### src/rtl/sensor_pkg.sv
// Shared definitions for the ultrasonic ranging front end: FSM state
// encoding, clock frequency and the default tick counts derived from it.
package sensor_pkg;

  typedef enum logic [2:0] {
    S_IDLE      = 3'd0,
    S_TRIG      = 3'd1,
    S_WAIT_RISE = 3'd2,
    S_MEASURE   = 3'd3,
    S_HOLDOFF   = 3'd4
  } ping_state_t;

  localparam int unsigned CLK_FREQ_HZ = 12_000_000;

  // Convert a time in microseconds to clk cycles at CLK_FREQ_HZ.
  function automatic int unsigned us_to_ticks(input int unsigned us);
    return (CLK_FREQ_HZ / 1_000_000) * us;
  endfunction

  // Convert a time in milliseconds to clk cycles at CLK_FREQ_HZ.
  function automatic int unsigned ms_to_ticks(input int unsigned ms);
    return (CLK_FREQ_HZ / 1_000) * ms;
  endfunction

  // Sensor timing: 10 us trigger, 60 ms repetition, 25 ms per-phase timeout.
  localparam int unsigned DEF_TRIG_TICKS    = us_to_ticks(10);
  localparam int unsigned DEF_PERIOD_TICKS  = ms_to_ticks(60);
  localparam int unsigned DEF_TIMEOUT_TICKS = ms_to_ticks(25);
  localparam int unsigned DEF_SYNC_STAGES   = 2;

endpackage

### src/rtl/echo_sync_edge.sv
// Multi-flop synchronizer for an asynchronous sensor pin, with the
// synchronized level and single-cycle rise/fall pulses derived from it.
// SYNC_STAGES must be at least 2.
module echo_sync_edge #(
  parameter int unsigned SYNC_STAGES = 2
) (
  input  logic clk,
  input  logic reset,
  input  logic async_in,
  output logic level,
  output logic rise,
  output logic fall
);

  logic [SYNC_STAGES-1:0] sync_q;
  logic                   level_d;

  // Shift the raw pin through the synchronizer and keep a one-cycle-old copy
  // of the last stage for edge detection.
  always_ff @(posedge clk) begin
    if (reset) begin
      sync_q  <= '0;
      level_d <= 1'b0;
    end else begin
      sync_q  <= {sync_q[SYNC_STAGES-2:0], async_in};
      level_d <= sync_q[SYNC_STAGES-1];
    end
  end

  assign level = sync_q[SYNC_STAGES-1];
  assign rise  = level & ~level_d;
  assign fall  = ~level & level_d;

endmodule

### src/rtl/ultrasonic_ping_scheduler.sv
// Ping scheduler for the ultrasonic ranging sensor: issues the trigger,
// times the echo, enforces the repetition period and publishes the width.
//
// Output protocol: width_valid and timeout_err are one-cycle strobes with no
// ready/back-pressure; the consumer must take echo_width in the cycle
// width_valid is high. echo_width holds its value until the next valid ping,
// so a timeout leaves the last good width on the bus. The two strobes are
// mutually exclusive and ping_count advances in the same cycle as either.
module ultrasonic_ping_scheduler
  import sensor_pkg::*;
#(
  parameter int unsigned TRIG_TICKS    = DEF_TRIG_TICKS,
  parameter int unsigned PERIOD_TICKS  = DEF_PERIOD_TICKS,
  parameter int unsigned TIMEOUT_TICKS = DEF_TIMEOUT_TICKS,
  parameter int unsigned SYNC_STAGES   = DEF_SYNC_STAGES
) (
  input  logic        clk,
  input  logic        reset,
  input  logic        enable,
  input  logic        echo_in,
  output logic        trig_out,
  output logic [31:0] echo_width,
  output logic        width_valid,
  output logic        timeout_err,
  output logic        busy,
  output logic [15:0] ping_count,
  output ping_state_t state_dbg
);

  localparam logic [31:0] TRIG_LAST   = 32'(TRIG_TICKS - 1);
  localparam logic [31:0] PERIOD_LAST = 32'(PERIOD_TICKS - 1);
  localparam logic [31:0] TMO_LAST    = 32'(TIMEOUT_TICKS - 1);
  localparam logic [31:0] WIDTH_MAX   = 32'(TIMEOUT_TICKS);

  ping_state_t state, state_next;

  logic        echo_s;
  logic        echo_rise;
  logic        echo_fall;

  // tmo_cnt times the trigger pulse in S_TRIG and the rise wait in S_WAIT_RISE.
  logic [31:0] tmo_cnt;
  logic [31:0] width_cnt;
  logic [31:0] period_cnt;

  // Control decoded by the FSM and applied to the datapath registers.
  logic clr_period;
  logic clr_tmo;
  logic inc_tmo;
  logic start_width;
  logic inc_width;
  logic capture;
  logic timeout_hit;

  echo_sync_edge #(
    .SYNC_STAGES (SYNC_STAGES)
  ) u_echo_sync (
    .clk      (clk),
    .reset    (reset),
    .async_in (echo_in),
    .level    (echo_s),
    .rise     (echo_rise),
    .fall     (echo_fall)
  );

  // State register.
  always_ff @(posedge clk) begin
    if (reset) begin
      state <= S_IDLE;
    end else begin
      state <= state_next;
    end
  end

  // Next-state and datapath control; edge events win over timeouts in the
  // same cycle so a just-in-time echo is still measured.
  always_comb begin
    state_next  = state;
    clr_period  = 1'b0;
    clr_tmo     = 1'b0;
    inc_tmo     = 1'b0;
    start_width = 1'b0;
    inc_width   = 1'b0;
    capture     = 1'b0;
    timeout_hit = 1'b0;
    unique case (state)
      S_IDLE: begin
        if (enable) begin
          state_next = S_TRIG;
          clr_period = 1'b1;
          clr_tmo    = 1'b1;
        end
      end
      S_TRIG: begin
        if (tmo_cnt == TRIG_LAST) begin
          state_next = S_WAIT_RISE;
          clr_tmo    = 1'b1;
        end else begin
          inc_tmo = 1'b1;
        end
      end
      S_WAIT_RISE: begin
        // Only an edge starts a measurement; a level left high by a stuck
        // echo from the previous ping is ignored.
        if (echo_rise) begin
          state_next  = S_MEASURE;
          start_width = 1'b1;
          clr_tmo     = 1'b1;
        end else if (tmo_cnt == TMO_LAST) begin
          state_next  = S_HOLDOFF;
          timeout_hit = 1'b1;
        end else begin
          inc_tmo = 1'b1;
        end
      end
      S_MEASURE: begin
        if (echo_fall) begin
          state_next = S_HOLDOFF;
          capture    = 1'b1;
        end else if (width_cnt == WIDTH_MAX) begin
          state_next  = S_HOLDOFF;
          timeout_hit = 1'b1;
        end else if (echo_s) begin
          inc_width = 1'b1;
        end
      end
      S_HOLDOFF: begin
        // Re-triggering straight from here keeps trigger rises exactly
        // PERIOD_TICKS apart under a steady enable.
        if (period_cnt >= PERIOD_LAST) begin
          if (enable) begin
            state_next = S_TRIG;
            clr_period = 1'b1;
            clr_tmo    = 1'b1;
          end else begin
            state_next = S_IDLE;
          end
        end
      end
      default: begin
        state_next = S_IDLE;
      end
    endcase
  end

  // Phase counters: period from trigger rise, trigger/rise-wait timer, and
  // echo width (which cannot pass WIDTH_MAX, so it never wraps).
  always_ff @(posedge clk) begin
    if (reset) begin
      period_cnt <= '0;
      tmo_cnt    <= '0;
      width_cnt  <= '0;
    end else begin
      if (clr_period) begin
        period_cnt <= '0;
      end else begin
        period_cnt <= period_cnt + 32'd1;
      end

      if (clr_tmo) begin
        tmo_cnt <= '0;
      end else if (inc_tmo) begin
        tmo_cnt <= tmo_cnt + 32'd1;
      end

      if (start_width) begin
        width_cnt <= 32'd1;
      end else if (inc_width) begin
        width_cnt <= width_cnt + 32'd1;
      end
    end
  end

  // Registered outputs: pin levels follow the next state so they change on
  // the same edge as the state register, and strobes fire one cycle after
  // the deciding event.
  always_ff @(posedge clk) begin
    if (reset) begin
      trig_out    <= 1'b0;
      busy        <= 1'b0;
      echo_width  <= '0;
      width_valid <= 1'b0;
      timeout_err <= 1'b0;
      ping_count  <= '0;
    end else begin
      trig_out    <= (state_next == S_TRIG);
      busy        <= (state_next != S_IDLE);
      width_valid <= capture;
      timeout_err <= timeout_hit;
      if (capture) begin
        echo_width <= width_cnt;
      end
      if (capture || timeout_hit) begin
        ping_count <= ping_count + 16'd1;
      end
    end
  end

  assign state_dbg = state;

endmodule
### config.mk
export PLATFORM = sky130hd
export DESIGN_NAME = ultrasonic_ping_scheduler
export DESIGN_NICKNAME = d
export VERILOG_FILES = /design/src/rtl/sensor_pkg.sv /design/src/rtl/echo_sync_edge.sv /design/src/rtl/ultrasonic_ping_scheduler.sv
export SDC_FILE = /design/constraint.sdc
export NUM_CORES = 1
export LEC_CHECK = 0
export ABC_AREA = 1
export CAP_MARGIN = 15
export CORE_UTILIZATION = 39
export CTS_CLUSTER_DIAMETER = 50
export DETAILED_ROUTE_END_ITERATION = 6
export PLACE_DENSITY_LB_ADDON = 0.05
export SYNTH_ARGS = -nofsm -noshare
export SYNTH_HDL_FRONTEND = slang
export SYNTH_SLANG_ARGS = --single-unit
### constraint.sdc
create_clock -name clk -period 2.6 [get_ports clk]
set_input_delay 0.52 -clock clk [delete_from_list [all_inputs] [get_ports clk]]
set_output_delay 0.52 -clock clk [all_outputs]
set_load 0.01 [all_outputs]
==> impl_metrics.tcl <==
set metrics [dict create \
    status "finished, final reports clean" \
    cts.sinks 154 \
    root_buffer "clkbuf_16" \
    clockBufferDepth 2 \
    p_int_mw 3.884 \
    timing.max_cap.violations 0 \
    endpoint_kind "register" \
    critPathBufInv 0 \
    synth_nets 1338 \
    insertion_delay_ns 0.43 \
    initial_core_util_pct 40.14 \
    fin_skew_ns 0.01086 \
    fillers 2270 \
    synth_top_area_cell "dfxtp_1" \
    place_congestion 0.9060 \
    worst_pin_slew_ns 0.8537 \
    setup_tns_ns 0 \
    drtIter0Drc 427 \
    final_cell_mix "389 x nand2_1, 187 x nor2_1, 154 x dfxtp_1, 126 x inv_1, 118 x a21oi_1" \
    hp-class "reg2reg" \
    crit_chain "ha_1, nand2_2, nor2_1, nand2_1, nor2_1, nand2_1, nand2_4, nand2_2, o21ai_1, a21oi_1" \
    path_depth 10 \
    drc 0 \
    synthMuxAreaShare_pct 0 \
    multiInputGateArea_um2 4688 \
    grt-ovfl-total 0 \
    drt_pre_antenna_iters 5 \
    cts_hold_buffers 0 \
    grt_pass1_wl_mm 39.54 \
    syn_area_per_cell_um2 6.389 \
    grt_usage_pct 22.20 \
    cp_slowest_stage_delay_ns 0.42 \
    die_w_um 149.6 \
    power.density_nw_per_um2 503.7 \
    cts_inserted_buffers 17 \
    vias 8301 \
    yosys_warnings 0 \
    diodes 0 \
    rr_startpoint "tmo_cnt[0]" \
    synthTopCellsByArea "dfxtp_1 36%, nand2_1 17%, nor2_1 8.3%" \
    synth-seq-area-share_pct 36.31 \
    required_ns 2.89 \
    switching_share_pct 22.02 \
    setup_ws_ns 0.3549 \
    critPathTopFamily "simple AND/OR/NAND/NOR gates" \
    die_y_um 149.6 \
    grt_pass1_vias 7800 \
    antenna_found_initial 0 \
    synth-simple-area-share_pct 39.71 \
    slew_violations 0 \
    p_comb_share_pct 2.6 \
    final-instance-count-excl-fill 1670 \
    rsz0062_at_grt "false" \
    ctsResizeCount 0 \
    coreArea_um2 21150 \
    routed_wl_mm 23.94 \
    ys_ff_latch 154 \
    fin_nets 1392 \
    reg2reg_depth 10 \
    synth_cells 1329 \
    regArea_um2 3083 \
    core.rowCount 53 \
    cts_max_level 4 \
    finalCoreUtilization_pct 46.74 \
    antenna_left 0 \
    critPathLaunchType "register" \
    clkPwrFrac_pct 49.7 \
    pre_cts_ws_ns 0.3581 \
    p_leak_nw 3.566 \
    setup.worst_path.end "tmo_cnt[7]" \
    wl_per_cell_um 14.34 \
    rrSetupSlack_ns 0.35 \
    fin_crit_sh_pct 86.35 \
    slew_headroom_pct 43.02 \
    synth_top_area_share_pct 36.31 \
    setup_viol 0 \
    synth_top_family_by_area "simple AND/OR/NAND/NOR gates" \
    rr_endpoint "tmo_cnt[7]" \
    cpMaxStageDelayCell "nand2_2" \
    pwr-share-seq_pct 47.7 \
    grt_max_degree 39 \
    crit_fanout 33 \
    die_area_um2 22370 \
    cts_tree "done" \
    synthAdderAreaFrac_pct 0.7368 \
    placed_cells 1639 \
    crit_type "reg2reg" \
    synth_compound_area_share_pct 9.814 \
    viasPerCell 4.971 \
    worstSetupStartpoint "tmo_cnt[0]" \
    layout_commonest_cell "nand2_1" \
    post-cts-setup-buffers 0 \
    vdd_drop_max_mv 0.3584 \
    io_buffer_count 58 \
    drive_gt1_share_pct 5.376 \
    synth_xor_area_share_pct 4.951 \
    dp_hpwl_mm 17.47 \
    clk_pin_slew_ns 0.06 \
    worstPathArrival_ns 2.54 \
    synth_cell_type_count 33 \
    syn2layout_area_growth_pct 16.46 \
    switchingPower_mw 1.097 \
    min_period_ns 2.245 \
    fmax_mhz 445.4 \
    ioPinCount 59 \
    hold_viol_final 0 \
    synth_area_um2 8491 \
]
## sequential cells by signal (all words and copies together), names as in the netlist
signal               cells
echo_width              32
period_cnt              32
tmo_cnt                 32
width_cnt               32
ping_count              16
state_dbg                3
u_echo_sync.sync_q       2
busy                     1
timeout_err              1
trig_out                 1
u_echo_sync.level_d      1
width_valid              1
## worst min-delay path, cell delays in order, from the launching register on
cell     delay [ns]
dfxtp_1        0.31
inv_1          0.05
nor2_1         0.03
## area by class of cell
cell class                 count  area share [%]
inverter                     127           4.821
sequential                   154           31.18
timing repair buffer          77           7.314
clock inverter                 7          0.9237
tap                          275           3.480
multi-input combinational   1006           47.41
clock buffer                  24           4.872
## how the worst min path moves through the flow
stage               slack [ns]               endpoint                   from  cells past startpoint
floorplan                 0.39  u_echo_sync.sync_q[1]  u_echo_sync.sync_q[0]                      2
global placement          0.41  u_echo_sync.sync_q[1]  u_echo_sync.sync_q[0]                      2
detailed placement        0.41  u_echo_sync.sync_q[1]  u_echo_sync.sync_q[0]                      2
CTS                       0.43  u_echo_sync.sync_q[1]  u_echo_sync.sync_q[0]                      2
global route              0.45  u_echo_sync.sync_q[1]  u_echo_sync.sync_q[0]                      2
finish                    0.43  u_echo_sync.sync_q[1]  u_echo_sync.sync_q[0]                      2
## cells by family (layout without fill, tap and decap cells)
group	after synthesis	after routing
xor gates and xnor gates	48	48
DFF	154	154
adders and majority gates	5	5
and+or+nand+nor	787	787
AOI/OAI and AO/OA	166	166
buffers and inverters	169	235
## cells in the mapped netlist, drive strengths merged
library cell and count:
ha 5, nand3b 3, nor4 3, nor3 48, a21oi 118, o21ai 47, buf 27, xor2 40
or2 10, nand3 86, nand2 398, inv 127, nor2 194, nand4 34, nor3b 10, dfxtp 154
and2 1, a211oi 1, clkbuf 15, xnor2 8
## routing by layer
metal  wire length [um]  track usage [%]  vias up
met4                281            5.816        0
met5                  0                0        -
met2              11040            36.02      137
met1              11780            29.99     3784
li1                   -                -     4365
met3                843            4.116       15
## power by group through the flow
stage               sequential [mW]  clock, mW  combinational [mW]
floorplan                      2.43          0              0.0882
global placement               2.43          0               0.130
detailed placement             2.43          0               0.131
CTS                            2.38       2.54               0.131
global route                   2.38       2.64               0.144
finish                         2.38       2.48               0.128
## metrics by stage
stage               hold slack [ns]  total power [mW]  area, um2
global placement             0.4145             2.560       9315
CTS                          0.4328             5.046       9888
detailed placement           0.4144             2.560       9315
floorplan                    0.3883             2.517       8491
global route                 0.4486             5.157       9888
finish                       0.4316             4.981       9888
(Power assumes the default switching activity.)
==> patch 1, RTL diff (same flow settings) <==
Put one more register stage on the output `echo_width`, without a reset. The value now appears one clock later. The other outputs are not delayed to match. Comments in the files are not updated.
--- a/src/rtl/ultrasonic_ping_scheduler.sv
+++ b/src/rtl/ultrasonic_ping_scheduler.sv
@@ -32,6 +32,8 @@
   localparam logic [31:0] TMO_LAST    = 32'(TIMEOUT_TICKS - 1);
   localparam logic [31:0] WIDTH_MAX   = 32'(TIMEOUT_TICKS);
 
+  logic [31:0] echo_width_s0;
+
   ping_state_t state, state_next;
 
   logic        echo_s;
@@ -178,7 +180,7 @@
     if (reset) begin
       trig_out    <= 1'b0;
       busy        <= 1'b0;
-      echo_width  <= '0;
+      echo_width_s0 <= '0;
       width_valid <= 1'b0;
       timeout_err <= 1'b0;
       ping_count  <= '0;
@@ -188,7 +190,7 @@
       width_valid <= capture;
       timeout_err <= timeout_hit;
       if (capture) begin
-        echo_width <= width_cnt;
+        echo_width_s0 <= width_cnt;
       end
       if (capture || timeout_hit) begin
         ping_count <= ping_count + 16'd1;
@@ -198,4 +200,8 @@
 
   assign state_dbg = state;
 
+  always_ff @(posedge clk) begin
+    echo_width <= echo_width_s0;
+  end
+
 endmodule
Behaviour: no difference found for any inputs over 10 cycles, from zero or initial values and one cycle with reset high; that may be too few to reach the edited logic, so the function may still have changed.
==> patch 1 against the original RTL <==
Critical path type unchanged; die area increased by 8.5%; area after synthesis increased by 8.6%; setup slack got worse by 69 ps; critical path depth unchanged; count of clock-buffer cells in the layout decreased by 7; final area increased by 8.6%; total power increased by 16%; sequential cell count increased by 32; sequential power increased by 20%; global-route usage decreased by 0.92 points; via count increased by 4.0%; wire length increased by 4.2%.
==> patch 1: results (changes against the original RTL) <==
Drt
  – Via density: 4.90 (was 4.97)
  – Pre-antenna DRT Iters: 5 (unchanged)
  – Routed wire length: 24900 µm (was 23900 µm)
  – DRT iter0 DRCs: 535 (was 427)

Power
  – LEAKAGE: 0.00396 µW (was 0.00357 µW)
  – Peak supply drop: 0.346 mV (was 0.358 mV)

Logic synthesis
  – Mapped Cells: 1382 (was 1329)
  – Top post-synthesis cells by area: dfxtp_1 (40%), nand2_1 (16%), nor2_1 (8.0%) (was dfxtp_1 (36%), nand2_1 (17%), nor2_1 (8.3%))
  – Post-synthesis sequential area ratio: 40.4% (was 36.3%)
  – Ys Warns: 0 (unchanged)
  – Top cells by count, synth: nand2_1 (399), nor2_1 (197), dfxtp_1 (186), a21oi_1 (122), inv_1 (122) (was nand2_1 (389), nor2_1 (187), dfxtp_1 (154), inv_1 (126), a21oi_1 (118))
  – Netlist cell types: 35 (was 33)
  – Post-Synth XOR/XNOR Area: 4.08% (was 4.95%)
  – Adder-Cell Fraction of Synth Area: 0.678% (was 0.737%)
  – FFs w/ async S/R, synth: 0% (unchanged)
  – Post-synthesis compound-gate area fraction: 9.27% (was 9.81%)

Setup path
  – Max Fanout on Critical Path: 32 (was 33)
  – Worst R2R Setup Slack: 290 ps (was 350 ps)
  – Worst path max stage delay: 430 ps
  – CP max stage cell: dfxtp_1 (was nand2_2)
  – Worst Path Arrival: 2630 ps (was 2540 ps)
  – Worst r2r src: tmo_cnt[0] (unchanged)
  – Reg-to-Reg End: tmo_cnt[2] (was tmo_cnt[7])

Global route
  – Met3 Use GR: 3.39% (was 4.12%)
  – GR Util met1: 28.8% (was 30.0%)
  – Antenna violations before repair: 0 (unchanged)
  – GRT Total Usage: 21.3% (was 22.2%)
  – Grt met2 use: 35.1% (was 36.0%)
  – First-pass GRT wire length: 41300 µm (was 39500 µm)
  – Vias in the first global route: 8081 (was 7800)
  – Largest net degree at the start of global routing: 59 (was 39)

Clock network
  – Root Buffer: clkbuf_16 (unchanged)
  – Clock latency on the worst-skew pair: 440 ps
  – CTS Buf Count: 17 (unchanged)
  – Post-CTS Setup Bufs: 0 (unchanged)
  – Reg clk slew, reported paths: 80 ps (was 60 ps)

Layout
  – Share of layout cells above drive strength 1: 6.01% (was 5.38%)
  – Fillcell total: 2390 (was 2270)
  – Post-Layout Cell Count: 1761 (was 1670)
  – # diodes: 0 (unchanged)

Timing
  – Max Clock Skew: 14.5 ps (was 10.9 ps)
  – Maximum clock frequency: 432 MHz (was 445 MHz)
  – Measured slew at the worst slew-check pin: 620 ps (was 854 ps)
  – Worst hold margin: 339 ps (was 432 ps)

Placement
  – IO Port Bufs: 58 (unchanged)
  – Placed wire-length estimate: 18600 µm (was 17500 µm)
  – Placed cell area: 10100 µm² (was 9320 µm²)
  – Dpl cells: 1729 (was 1639)
  – Placer Congestion: 0.921 (was 0.906)

Min path
  – Hold path endpoint: echo_width[17] (was u_echo_sync.sync_q[1])
  – Hold Crit Start: echo_width_s0[17] (was u_echo_sync.sync_q[0])
  – Worst Hold Path Cells: 0 (was 2)

Status
  – Outcome: complete, no violations (unchanged)
[patch 1: changes by cell type after synthesis, sizes merged, moves of 4 or more]
cell,delta
dfxtp,+32
nand3,+12
nand2,+10
nor2,+9
xor2,-8
nor3b,-7
or2,-6
a21oi,+5
nor3,+5
inv,+4
[patch 1: how the worst max path moves through the flow]
stage	start	to	slack, ps	depth (start not counted)
detailed placement	tmo_cnt[0]	tmo_cnt[2]	310	10
global route	tmo_cnt[0]	tmo_cnt[8]	60	10
floorplan	tmo_cnt[0]	tmo_cnt[30]	900	11
CTS	tmo_cnt[0]	tmo_cnt[2]	280	10
global placement	tmo_cnt[0]	tmo_cnt[2]	370	10
finish	tmo_cnt[0]	tmo_cnt[2]	290	10
[patch 1: per-stage QoR]
stage	utilization, %	power, µW	setup WS, ps
2_1_floorplan	-	3020	900
3_3_place_gp	44.1	3070	368
3_5_place_dp	44.1	3070	308
4_1_cts	46.8	5870	278
5_1_grt	46.8	6000	57.3
6_report	46.8	5800	286
[patch 1: where the power goes]
group	internal, µW	switching, µW
registers	2860	8.53
logic	41.1	96.1
clock network	1490	1300
total	4390	1410
[patch 1: layout make-up]
| class | instances | area, µm² | share of cell area, % |
|---|---|---|---|
| Clock inverter | 15 | 214 | 1.99 |
| Sequential cell | 186 | 3720 | 34.7 |
| Inverter | 132 | 495 | 4.62 |
| Tap cell | 313 | 392 | 3.65 |
| Clock buffer | 17 | 425 | 3.96 |
| Multi-Input combinational cell | 1024 | 4760 | 44.3 |
| Timing Repair Buffer | 74 | 726 | 6.76 |
[patch 1: kinds of logic (layout without fill, tap and decap cells)]
family	count (synthesis)	after routing
AND/OR/NAND/NOR	806	806
buffers and inverters	172	238
adder cells (fa/ha/maj)	5	5
XOR/XNOR	43	43
AO/OA/AOI/OAI	170	170
flip-flops	186	186
[patch 1: worst register-to-register path: stages (launching register included)]
cell	delay [ps]
dfxtp_1	430
ha_1	300
nand2_2	110
nor2_1	120
nand2_1	60
nor2_1	140
nand2_1	110
nand2_4	190
nand2_2	410
o21ai_0	250
a21oi_1	80
[patch 1: per-layer routing]
layer  wire [µm]  up-vias
met2       11600      128
met3         823       20
li1            -     4538
met5           0        -
met1       12200     3949
met4         330        0
==> patch 2, RTL diff (same settings) <==
Made on the original files. `DEF_SYNC_STAGES`: 2 -> 4.
--- a/src/rtl/sensor_pkg.sv
+++ b/src/rtl/sensor_pkg.sv
@@ -26,7 +26,7 @@
   localparam int unsigned DEF_TRIG_TICKS    = us_to_ticks(10);
   localparam int unsigned DEF_PERIOD_TICKS  = ms_to_ticks(60);
   localparam int unsigned DEF_TIMEOUT_TICKS = ms_to_ticks(25);
-  localparam int unsigned DEF_SYNC_STAGES   = 2;
+  localparam int unsigned DEF_SYNC_STAGES   = 4;
 
 endpackage
 
Check against the original RTL: no difference found for any inputs over 10 cycles, from zero or initial values and one cycle with reset high; that may be too few to reach the edited logic, so the function may still have changed.
==> patch 2 against the original RTL <==
Final area decreased by 0.65%; sequential share of layout area increased by 0.61 points; sequential cell count increased by 2; utilization decreased by 0.30 points; total power decreased by 2.3%; setup slack improved by 110 ps; wire length decreased by 5.0%; area after synthesis decreased by 0.15%; largest power group is now sequential cells.
==> patch 2: results (changes against the original RTL) <==
Layout
  – Fin nets: 1342 (was 1392)
  – Share of layout cells above drive strength 1: 7.50% (was 5.38%)

Logic synthesis
  – Post-synthesis compound-gate area fraction: 9.58% (was 9.81%)
  – Post-Synth XOR/XNOR Area: 5.99% (was 4.95%)
  – Post-synthesis sequential area ratio: 36.8% (was 36.3%)
  – Ys Warns: 0 (unchanged)
  – Top cells by count, synth: nand2_1 (338), nor2_1 (174), dfxtp_1 (156), inv_1 (118), a21oi_1 (115) (was nand2_1 (389), nor2_1 (187), dfxtp_1 (154), inv_1 (126), a21oi_1 (118))
  – Post-synth top flop: dfxtp_1 (unchanged)
  – Top cell type's share of synthesized area: 36.8% (was 36.3%)
  – Top post-synthesis cells by area: dfxtp_1 (37%), nand2_1 (15%), nor2_1 (7.7%) (was dfxtp_1 (36%), nand2_1 (17%), nor2_1 (8.3%))
  – Adder-Cell Fraction of Synth Area: 0.738% (was 0.737%)

Drt
  – Number of remaining DRC errors: 0 (unchanged)
  – Routed wire per std cell: 14.0 µm (was 14.3 µm)
  – Via density: 4.91 (was 4.97)
  – DRT iter0 DRCs: 405 (was 427)

Setup path
  – Reg-to-Reg End: busy (was tmo_cnt[7])
  – Critical path startpoint category: flop (unchanged)
  – Worst R2R Setup Slack: 460 ps (was 350 ps)
  – Worst Path Arrival: 2450 ps (was 2540 ps)
  – Worst r2r src: width_cnt[0] (was tmo_cnt[0])
  – Cell count of the worst reg-to-reg path: 12 (was 10)
  – Max Fanout on Critical Path: 20 (was 33)

Power
  – Peak supply drop: 0.348 mV (was 0.358 mV)
  – LEAKAGE: 0.00348 µW (was 0.00357 µW)

Min path
  – Hold Crit Class: reg2reg (unchanged)
  – Hold path endpoint: u_echo_sync.sync_q[3] (was u_echo_sync.sync_q[1])
  – Hold Crit Start: u_echo_sync.sync_q[2] (was u_echo_sync.sync_q[0])

Global route
  – GRT Total Usage: 21.3% (was 22.2%)
  – First-pass GRT wire length: 37700 µm (was 39500 µm)
  – Largest net degree at the start of global routing: 62 (was 39)

Clock network
  – Root Buffer: clkbuf_16 (unchanged)
  – Reg clk slew, reported paths: 60 ps (about the same)

Placement
  – Placer Congestion: 0.868 (was 0.906)
  – Pre-CTS WS: 475 ps (was 358 ps)

Status
  – Outcome: complete, no violations (unchanged)

Timing
  – Slew HR: 63.2% (was 43.0%)
  – Max Clock Skew: 9.82 ps (was 10.9 ps)
-- patch 2: cell types whose count changed in the layout (fill, tap and decap cells not counted), sizes merged, moves of 4 or more --
cell and change:
o21ai -5, xor2 +11, nor2 -7, nand2 -45, clkinv +4, nor3b -5
clkbuf -6, nor3 +5
-- patch 2: worst max-delay path: stages (launching register included) --
cell	delay, ps
dfxtp_1	430
inv_1	90
ha_1	200
inv_1	50
nor2_1	40
nand2_1	90
nor2_4	60
nand3_2	220
nand3_2	390
nor2_1	250
nand2_1	90
nand2_1	70
nand2_1	40
-- patch 2: how the worst max path moves through the flow --
stage               cells after the start           to  slack, ps
detailed placement                     12         busy        470
global placement                       12         busy        510
finish                                 12         busy        460
CTS                                    12         busy        460
global route                           12         busy        190
floorplan                              12  tmo_cnt[17]        900
-- patch 2: cell type report --
cell class,instances,area [µm²]
Clock inverter,14,113
Fill cell,2198,11300
Clock buffer,18,429
Multi-Input combinational cell,957,4620
Tap cell,275,344
Sequential cell,156,3120
Timing Repair Buffer,74,713
Inverter,127,478
-- patch 2: layer usage --
metal | track usage (%) | wire length (µm) | vias to the layer above
met5 | 0 | 0 | -
met4 | 6.12 | 323 | 0
met3 | 3.51 | 602 | 22
met2 | 36.5 | 11100 | 117
met1 | 27.2 | 10700 | 3600
li1 | - | - | 4222
-- patch 2: power by group --
group / internal (µW) / leakage, µW / switching, µW
Combinational: 38.1 / 0.00196 / 97.9
Sequential: 2400 / 0.00126 / 7.06
Clock: 1240 / 0.000255 / 1090
-- patch 2: cell families after synthesis --
kind of cell / Yosys count
adders and majority gates: 5
AOI/OAI and AO/OA: 160
and+or+nand+nor: 734
buffers and inverters: 171
xor gates and xnor gates: 58
DFF: 156
-- patch 2: metrics by stage --
step / cells / hold slack [ps] / area (µm²)
2_1_floorplan: 1284 / 388 / 8480
3_3_place_gp: 1589 / 397 / 9280
5_1_grt: 1621 / 436 / 9820
4_1_cts: 1621 / 416 / 9820
3_5_place_dp: 1589 / 406 / 9280
6_report: 1621 / 417 / 9820
